## config.mk

```make
export PLATFORM = sky130hd
export DESIGN_NAME = apb_timer
export DESIGN_NICKNAME = d
export VERILOG_FILES = /design/src/rtl/apb_timer_pkg.sv /design/src/rtl/apb_timer_prescaler.sv /design/src/rtl/apb_timer.sv
export SDC_FILE = /design/constraint.sdc
export NUM_CORES = 1
export LEC_CHECK = 0
export ABC_CLOCK_PERIOD_IN_PS = 8310
export CAP_MARGIN = 20
export CORE_UTILIZATION = 45
export CTS_CLUSTER_DIAMETER = 100
export DETAILED_ROUTE_END_ITERATION = 16
export SYNTH_ARGS = -nofsm -noshare
export SYNTH_HDL_FRONTEND = slang
export SYNTH_SLANG_ARGS = --single-unit
```

## constraint.sdc

```tcl
create_clock -name PCLK -period 8.31 [get_ports PCLK]
set_clock_uncertainty 0.1 [all_clocks]
set_input_delay 1.662 -clock PCLK [delete_from_list [all_inputs] [get_ports PCLK]]
set_output_delay 1.662 -clock PCLK [all_outputs]
set_load 0.01 [all_outputs]
```

## src/rtl/apb_timer_pkg.sv

```systemverilog
// Shared definitions for the APB timer: register offsets, CTRL/STATUS bit
// positions, the CTRL field layout and the byte-strobe merge helper.
package apb_timer_pkg;

  localparam logic [3:0] TMR_CTRL     = 4'd0;
  localparam logic [3:0] TMR_PRESCALE = 4'd1;
  localparam logic [3:0] TMR_RELOAD   = 4'd2;
  localparam logic [3:0] TMR_COUNT    = 4'd3;
  localparam logic [3:0] TMR_COMPARE  = 4'd4;
  localparam logic [3:0] TMR_STATUS   = 4'd5;

  localparam int CTRL_EN      = 0;
  localparam int CTRL_ONESHOT = 1;
  localparam int CTRL_OVF_IE  = 2;
  localparam int CTRL_CMP_IE  = 3;

  localparam int STAT_OVF = 0;
  localparam int STAT_CMP = 1;

  typedef struct packed {
    logic cmp_ie;
    logic ovf_ie;
    logic oneshot;
    logic en;
  } ctrl_t;

  // Replace only the byte lanes whose strobe is set.
  function automatic logic [31:0] apply_strb(input logic [31:0] old_v,
                                             input logic [31:0] new_v,
                                             input logic [3:0]  strb);
    logic [31:0] res;
    res = old_v;
    for (int b = 0; b < 4; b++) begin
      res[8*b +: 8] = strb[b] ? new_v[8*b +: 8] : old_v[8*b +: 8];
    end
    return res;
  endfunction

endpackage

```

## src/rtl/apb_timer_prescaler.sv

```systemverilog
// Prescaler for the APB timer: emits a one-cycle tick every presc+1 enabled
// cycles; the phase counter is held at zero while disabled.
module apb_timer_prescaler
  import apb_timer_pkg::*;
#(
  parameter int PRESC_W = 16
) (
  input  logic               PCLK,
  input  logic               PRESETn,
  input  logic               en,
  input  logic [PRESC_W-1:0] presc,
  output logic               tick_o
);

  logic [PRESC_W-1:0] pcnt_q;
  logic [PRESC_W-1:0] pcnt_d;
  logic               wrap_s;

  // '>=' so that lowering PRESCALE below the current phase wraps at once.
  assign wrap_s = (pcnt_q >= presc);
  assign tick_o = en & wrap_s;

  always_comb begin
    pcnt_d = pcnt_q;
    if (!en) begin
      pcnt_d = '0;
    end else if (wrap_s) begin
      pcnt_d = '0;
    end else begin
      pcnt_d = pcnt_q + PRESC_W'(1);
    end
  end

  always_ff @(posedge PCLK) begin
    if (!PRESETn) begin
      pcnt_q <= '0;
    end else begin
      pcnt_q <= pcnt_d;
    end
  end

endmodule

```

## src/rtl/apb_timer.sv

```systemverilog
// APB4 timer peripheral: zero-wait-state register file, prescaled 32-bit
// down-counter with auto-reload/one-shot, compare match and level IRQ.
module apb_timer
  import apb_timer_pkg::*;
#(
  parameter int PDATA_SIZE = 32,
  parameter int CNT_W      = 32,
  parameter int PRESC_W    = 16
) (
  input  logic                  PCLK,
  input  logic                  PRESETn,
  input  logic                  PSEL,
  input  logic                  PENABLE,
  input  logic                  PWRITE,
  input  logic [3:0]            PSTRB,
  input  logic [3:0]            PADDR,
  input  logic [PDATA_SIZE-1:0] PWDATA,
  output logic [PDATA_SIZE-1:0] PRDATA,
  output logic                  PREADY,
  output logic                  PSLVERR,
  output logic                  irq_o
);

  ctrl_t              ctrl_q, ctrl_d;
  logic [PRESC_W-1:0] presc_q, presc_d;
  logic [CNT_W-1:0]   reload_q, reload_d;
  logic [CNT_W-1:0]   count_q, count_d;
  logic [CNT_W-1:0]   compare_q, compare_d;
  logic               ovf_q, ovf_d;
  logic               cmp_q, cmp_d;
  logic               irq_q, irq_d;

  logic               tick_s;
  logic               mapped_s;
  logic               wr_en_s;
  logic               count_wr_s;
  logic               status_wr_s;
  logic [31:0]        reg_rd_s;
  logic [31:0]        wdata_s;
  logic [1:0]         w1c_s;
  logic               ovf_set_s;
  logic               cmp_set_s;

  apb_timer_prescaler #(.PRESC_W(PRESC_W)) u_presc (
    .PCLK    (PCLK),
    .PRESETn (PRESETn),
    .en      (ctrl_q.en),
    .presc   (presc_q),
    .tick_o  (tick_s)
  );

  assign mapped_s    = (PADDR <= TMR_STATUS);
  assign wr_en_s     = PSEL & PENABLE & PWRITE & mapped_s;
  assign count_wr_s  = wr_en_s & (PADDR == TMR_COUNT);
  assign status_wr_s = wr_en_s & (PADDR == TMR_STATUS);
  assign w1c_s       = PWDATA[1:0] & {2{PSTRB[0]}};
  assign wdata_s     = apply_strb(reg_rd_s, PWDATA, PSTRB);

  assign PRDATA  = (PSEL & ~PWRITE) ? reg_rd_s : 32'd0;
  assign PREADY  = 1'b1;
  assign PSLVERR = PSEL & PENABLE & ~mapped_s;
  assign irq_o   = irq_q;

  // Register read mux, zero-extended; also the base for strobed writes.
  always_comb begin
    reg_rd_s = 32'd0;
    case (PADDR)
      TMR_CTRL:     reg_rd_s = {28'd0, ctrl_q};
      TMR_PRESCALE: reg_rd_s = 32'(presc_q);
      TMR_RELOAD:   reg_rd_s = 32'(reload_q);
      TMR_COUNT:    reg_rd_s = 32'(count_q);
      TMR_COMPARE:  reg_rd_s = 32'(compare_q);
      TMR_STATUS:   reg_rd_s = {30'd0, cmp_q, ovf_q};
      default:      reg_rd_s = 32'd0;
    endcase
  end

  // Counter, register writes and status flags; software writes override the tick.
  always_comb begin
    ctrl_d    = ctrl_q;
    presc_d   = presc_q;
    reload_d  = reload_q;
    count_d   = count_q;
    compare_d = compare_q;
    ovf_set_s = 1'b0;
    cmp_set_s = 1'b0;

    if (tick_s && !count_wr_s) begin
      if (count_q != '0) begin
        count_d = count_q - CNT_W'(1);
      end else begin
        ovf_set_s = 1'b1;
        if (ctrl_q.oneshot) begin
          ctrl_d.en = 1'b0;
          count_d   = '0;
        end else begin
          count_d = reload_q;
        end
      end
      cmp_set_s = (count_d == compare_q);
    end else begin
      cmp_set_s = 1'b0;
    end

    if (wr_en_s) begin
      case (PADDR)
        TMR_CTRL:     ctrl_d    = ctrl_t'(wdata_s[3:0]);
        TMR_PRESCALE: presc_d   = wdata_s[PRESC_W-1:0];
        TMR_RELOAD:   reload_d  = wdata_s[CNT_W-1:0];
        TMR_COUNT:    count_d   = wdata_s[CNT_W-1:0];
        TMR_COMPARE:  compare_d = wdata_s[CNT_W-1:0];
        default:      ctrl_d    = ctrl_d;
      endcase
    end else begin
      ctrl_d = ctrl_d;
    end

    // A hardware set in the same cycle as a W1C keeps the flag.
    if (status_wr_s) begin
      ovf_d = (ovf_q & ~w1c_s[STAT_OVF]) | ovf_set_s;
      cmp_d = (cmp_q & ~w1c_s[STAT_CMP]) | cmp_set_s;
    end else begin
      ovf_d = ovf_q | ovf_set_s;
      cmp_d = cmp_q | cmp_set_s;
    end

    irq_d = (ovf_q & ctrl_q.ovf_ie) | (cmp_q & ctrl_q.cmp_ie);
  end

  // State registers with synchronous active-low reset.
  always_ff @(posedge PCLK) begin
    if (!PRESETn) begin
      ctrl_q    <= '0;
      presc_q   <= '0;
      reload_q  <= '0;
      count_q   <= '0;
      compare_q <= '0;
      ovf_q     <= 1'b0;
      cmp_q     <= 1'b0;
      irq_q     <= 1'b0;
    end else begin
      ctrl_q    <= ctrl_d;
      presc_q   <= presc_d;
      reload_q  <= reload_d;
      count_q   <= count_d;
      compare_q <= compare_d;
      ovf_q     <= ovf_d;
      cmp_q     <= cmp_d;
      irq_q     <= irq_d;
    end
  end

endmodule
```

# ---- Yosys cells after proc, flatten, opt, wreduce, memory -nomap -nowiden
# Index checks and enable logic that the tools add are counted.
# W data, S select, Z words.
dict set report word_totals {
  reg_bits 135
  out_inout_bits 35
  word_cells 77
}
dict set report op_classes {
  reduce_logical 9
  n_mux 22
  n_lt_le_gt_ge 2
  n_eq_ne 6
  n_bitwise 24
  n_addsub 2
}
# operator n
set op_table {}
lappend op_table {{$mux W32} 7}
lappend op_table {{$pmux W32 S6} 1}
lappend op_table {{$eq A32 B32 Y1} 1}
lappend op_table {{$mux W8} 4}
lappend op_table {{$reduce_bool A32 Y1} 1}
lappend op_table {{$sub A32 B1 Y32 const B} 1}
lappend op_table {{$add A16 B1 Y16 const B} 1}
lappend op_table {{$ge A16 B16 Y1} 1}
lappend op_table {{$and A1 B1 Y1} 12}
lappend op_table {{$mux W1} 10}
lappend op_table {{$eq A4 B2 Y1 const B} 2}
lappend op_table {{$eq A4 B3 Y1 const B} 2}
lappend op_table {{$reduce_and A2 Y1} 4}
lappend op_table {{$not A1 Y1} 6}
lappend op_table {{$or A1 B1 Y1} 5}
lappend op_table {{$eq A4 B1 Y1 const B} 1}
lappend op_table {{$le A4 B3 Y1 const B} 1}
lappend op_table {{$logic_not A4 Y1} 1}
lappend op_table {{$reduce_or A3 Y1} 1}
lappend op_table {{$and A2 B2 Y2} 1}
lappend op_table {{$logic_and A1 B1 Y1} 1}
lappend op_table {{$logic_not A1 Y1} 1}

# ---- Longest topological paths before layout
dict set report logic_depth {
  ltp_word 11
  depth_mapped 14
  depth_no_buf 11
}

# ---- Modules after synthesis
# From an unflattened synthesis, not the netlist that was laid out.
dict set report unflattened {
  cells_unflattened 1205
  area_unflattened_um2 8839.7
}
# mod area_each_um2 instances cells_each
set by_module_without_submodules {}
lappend by_module_without_submodules {apb_timer 7714.9 1 1075}
lappend by_module_without_submodules {apb_timer_prescaler 1124.8 1 130}

# ---- Worst setup path after synthesis
# No wires, ideal clock.
dict set report synth_path {
  kind {input to output}
  start {input PADDR[2]}
  end {output PRDATA[30]}
  path_slack_ps 3141
  path_buffers 3
  path_stages 6
  arrival_time_ps 3407
  required_ps 6548
  cell_sequence {clkbuf_1 nor4b_1 clkbuf_1 clkbuf_1 a222oi_1 nor2_1}
}
dict set report synth_via {
  elab_chain_cells 3
  word_cells_on_any_way 8
}
# element line
set synth_lines {}
lappend synth_lines {{start, declared} apb_timer.sv:16} ;# input logic [3:0] PADDR,
lappend synth_lines {{$eq A4 B3 Y1 (tied with other cells)} apb_timer.sv:67} ;# case (PADDR)
lappend synth_lines {{$pmux W32 S6 (*)} apb_timer.sv:67}
lappend synth_lines {{$mux W32 (*)} apb_timer.sv:59} ;# assign PRDATA = (PSEL & ~PWRITE) ? reg_rd_s : 32'd0;
lappend synth_lines {{end, declared} apb_timer.sv:18} ;# output logic [PDATA_SIZE-1:0] PRDATA,
# Mark *: on every way between the ends. The rest lies on a longest branch, timed or not.

# ---- Worst setup path in the final report
dict set report layout_path {
  start {input PADDR[0]}
  end {output PRDATA[0]}
}
# The elaborated chain is that of the path after synthesis.

==> Flow_metrics.wiki <==
{| class="wikitable"
! Metric !! Value
|-
| Slowest library cell on the worst path || clkdlybuf4s50_1
|-
| Ys async rst share || 0%
|-
| Detailed placement HPWL || about 20000 um
|-
| First-pass GRT wire length || 45400 um
|-
| Number of port buffers || 78
|-
| Critical path buffers and inverters || 3
|-
| Transition time at the pin with the least slew margin || 1.07 ns
|-
| Synthesized area per cell || between 7 and 8 um2
|-
| Top Ports || 80
|-
| Tmin final || 6.53 ns
|-
| Final core utilization || 53.9%
|-
| Critical Path Source Type || primary input
|-
| Number of buffers inserted by hold repair at cts || 0
|-
| Final antenna diode count || 0
|-
| Mux share of post-synthesis cell area || 5.21%
|-
| Switching part of the total || 23.1%
|-
| Category of the worst setup path capture point || output pin
|-
| Xor-xnor portion of the synthesized cell area || 6.54%
|-
| Most common cell after layout, fill and taps aside || nand2_1
|-
| Result of the run || finished clean
|-
| Count of warnings emitted by yosys || 0
|-
| Leftover overflow at the end of global routing || 0
|-
| Combinational family with the most area after synthesis || simple AND/OR/NAND/NOR gates
|-
| Static Leak || 3.72 nW
|-
| Placer congestion estimate || 0.947
|-
| Total power density per cell area || 165 nW/um2
|-
| Total wirelength of the detailed-routed design || around 29000 um
|-
| Total clock buffers created by CTS || 17
|-
| HP Class || flip-flop to flip-flop
|-
| Worst path top cell family by delay || buffers and inverters
|-
| Clock tree buffer depth || 2
|-
| Setup-violating endpoint count in the final report || 0
|-
| Setup slack of the most critical reg-to-reg path || 3.59 ns
|-
| Required time of the critical path || 6.55 ns
|-
| Switching pwr || around 0.0004 W
|-
| CTS sink cnt || 135
|-
| Number of enable flip-flop cells after synthesis || 0
|-
| Vias in the first global route || 8385
|-
| Total iterations of the first detailed-routing run || 8
|-
| Drc violations || 0
|-
| Max capacitance violation total || 0
|-
| RSZ-0062 raised after global routing || no
|-
| CTS Root Cell || clkbuf_16
|-
| Number of DRC markers in iteration 0 || about 710
|-
| Max Fanout on Critical Path || 17
|-
| Die H || around 140 um
|-
| Synth-to-layout area growth || 17.8%
|-
| Via count normalized by instance count || 5.92
|-
| Worst-skew pair later-pin latency || 0.43 ns
|-
| Cell Area, Synth || 8880 um2
|-
| Internal portion of total power || 0.00133 W
|-
| Area fraction in and, or, nand and nor cells after synthesis || between 20% and 30%
|-
| Final worst-path cycle share || 78.6%
|-
| Largest stage delay, worst path || 0.94 ns
|-
| Fraction of final layout cells with drive strength greater than 1 || 7.04%
|-
| Count of nets left with antenna violations after detail routing || 0
|-
| Yosys cell types || 73
|-
| Width of the die || 142 um
|-
| Most frequent cells in the layout || 258 x nand2_1, 135 x a21oi_1, 135 x dfxtp_1
|-
| Share of total power in the clock network || 54.3%
|-
| Number of buffers inserted to repair setup after CTS || 0
|-
| Via count || 8966
|-
| Aggregate negative setup slack || 0 ns
|-
| Worst ir drop on vdd || between 0.15 and 0.2 mV
|-
| Total global-route track usage || 28.8%
|-
| # nets final || around 1300
|-
| Crit path DAT || 4.77 ns
|-
| Fin. max-slew vios || 0
|-
| Synthesized netlist cell count || 1222
|-
| Die footprint || 20300 um2
|-
| Logic gate share of total power || 8.1%
|-
| Row count || 51
|-
| Main flop type after synthesis || dfxtp_1
|-
| Synth Register Bits || between 100 and 150
|-
| Relative contribution of sequential cells to total power || 37.6%
|-
| Total of cells resized after clock tree synthesis || 0
|-
| Worst slew margin relative to its limit || around 28%
|-
| Chain of cells forming the critical path || clkdlybuf4s50_1 > and3_1 > buf_4 > a222oi_1 > a21oi_1 > clkdlybuf4s50_1
|-
| Count of endpoints failing hold in the final timing report || 0
|-
| Setup Crit Path Kind || primary input to output pin
|-
| Initial standard-cell utilization of the core || 45.8%
|-
| WL per Instance || about 19 um
|-
| Fmax || roughly 150 MHz
|-
| Compound-gate portion of the synthesized area || 23.0%
|-
| Synthesized-area fraction occupied by adder cells || 2.68%
|-
| Clock-pin slew on the worst setup and hold paths || 0.06 ns
|-
| Share of synthesized area occupied by flip-flops and latches || 30.4%
|-
| Clock tree from TritonCTS || built
|-
| Number of antenna violations at the first check in global routing || 0
|-
| Maximum number of pins on one net before global-route repair || 92
|-
| Core area || slightly below 20000 um2
|-
| CP most frequent cell || clkdlybuf4s50_1
|-
| H-tree levels || 4
|-
| Syn nets || 1286
|}
[power by group through the flow]
stage               Clock, W  Sequential [W]  Combinational, W
floorplan                  0        0.000663         0.0000891
global placement           0        0.000664          0.000138
detailed placement         0        0.000664          0.000138
CTS                 0.000949        0.000649          0.000139
global route        0.000979        0.000649          0.000152
finish              0.000940        0.000649          0.000140
[cells in the mapped netlist, types with 6 or more instances]
cell type	number	area, um2
nand2_1	258	968
and3_1	7	43.8
clkbuf_1	80	300
a311oi_1	10	87.6
a21oi_1	135	676
buf_2	7	35.0
mux2i_1	26	260
nor3_1	22	110
inv_1	48	180
dfxtp_1	135	2700
nor2b_1	8	50.1
nor4_1	8	50.1
a21boi_0	23	173
a22oi_1	8	60.1
o211ai_1	11	82.6
xor2_1	25	219
nand4_1	14	87.6
mux2_2	18	203
xnor2_1	36	315
nand3_1	22	110
o21ai_0	24	120
o221ai_1	6	52.6
a31oi_1	16	100
nor2_1	124	465
ha_1	19	238
buf_1	8	30.0
a222oi_1	29	290
a211oi_1	10	75.1
[per-layer routing]
layer	GRT usage (%)	part of all wire, %
met1	38.5	45
met2	47.6	47
met3	5.08	6.6
met4	7.70	1.6
met5	0	0
[final cells by class]
class | count | area, um2
Fill cell | 1926 | 8940
Inverter | 48 | 180
Multi-Input combinational cell | 941 | 5620
Timing Repair Buffer | 94 | 901
Tap cell | 265 | 332
Sequential cell | 135 | 2700
Clock inverter | 15 | 297
Clock buffer | 17 | 425
[cell families after synthesis]
kind of cell / after synthesis
fa+ha+maj: 19
mux: 44
compound gates: 309
simple gates: 505
xor+xnor: 63
other cells: 1
buf+inv: 146
flops: 135
[worst register-to-register path: stages (launching register included)]
cell	delay, ns
dfxtp_1	0.40
nor4_4	0.53
nand4_4	0.28
nor4_4	0.94
buf_4	0.44
nor3_1	0.15
or3b_2	0.55
a2111oi_2	0.39
nand4_1	0.12
or4_1	0.56
o31ai_2	0.19
[sequential cells by signal, summed over array words and instances, names as in the netlist]
name,flops
ctrl_q,4
cmp_q,1
u_presc.pcnt_q,16
ovf_q,1
compare_q,32
count_q,32
irq_o,1
reload_q,32
presc_q,16
[metrics by stage]
step / setup slack (ns) / hold WS [ns] / area [um2] / total power, W / cells
3_5_place_dp: 1.87 / 0.361 / 9740 / 0.000802 / 1483
2_1_floorplan: 3.14 / 0.330 / 8880 / 0.000752 / 1222
5_1_grt: 1.71 / 0.392 / 10500 / 0.00178 / 1515
4_1_cts: 1.85 / 0.369 / 10500 / 0.00174 / 1515
3_3_place_gp: 1.86 / 0.347 / 9740 / 0.000802 / 1483
6_report: 1.78 / 0.371 / 10500 / 0.00173 / 1515
[worst paths after layout]
path         cells past startpoint               startpoint                 endpoint
max reg2reg                     10   count_q[10]$_SDFF_PN0_         cmp_q$_SDFF_PN0_
min                              2  presc_q[8]$_SDFFE_PN0P_  presc_q[8]$_SDFFE_PN0P_
max                              6                 PADDR[0]                PRDATA[0]
min reg2reg                      2  presc_q[8]$_SDFFE_PN0P_  presc_q[8]$_SDFFE_PN0P_
(Power assumes the default switching activity.)
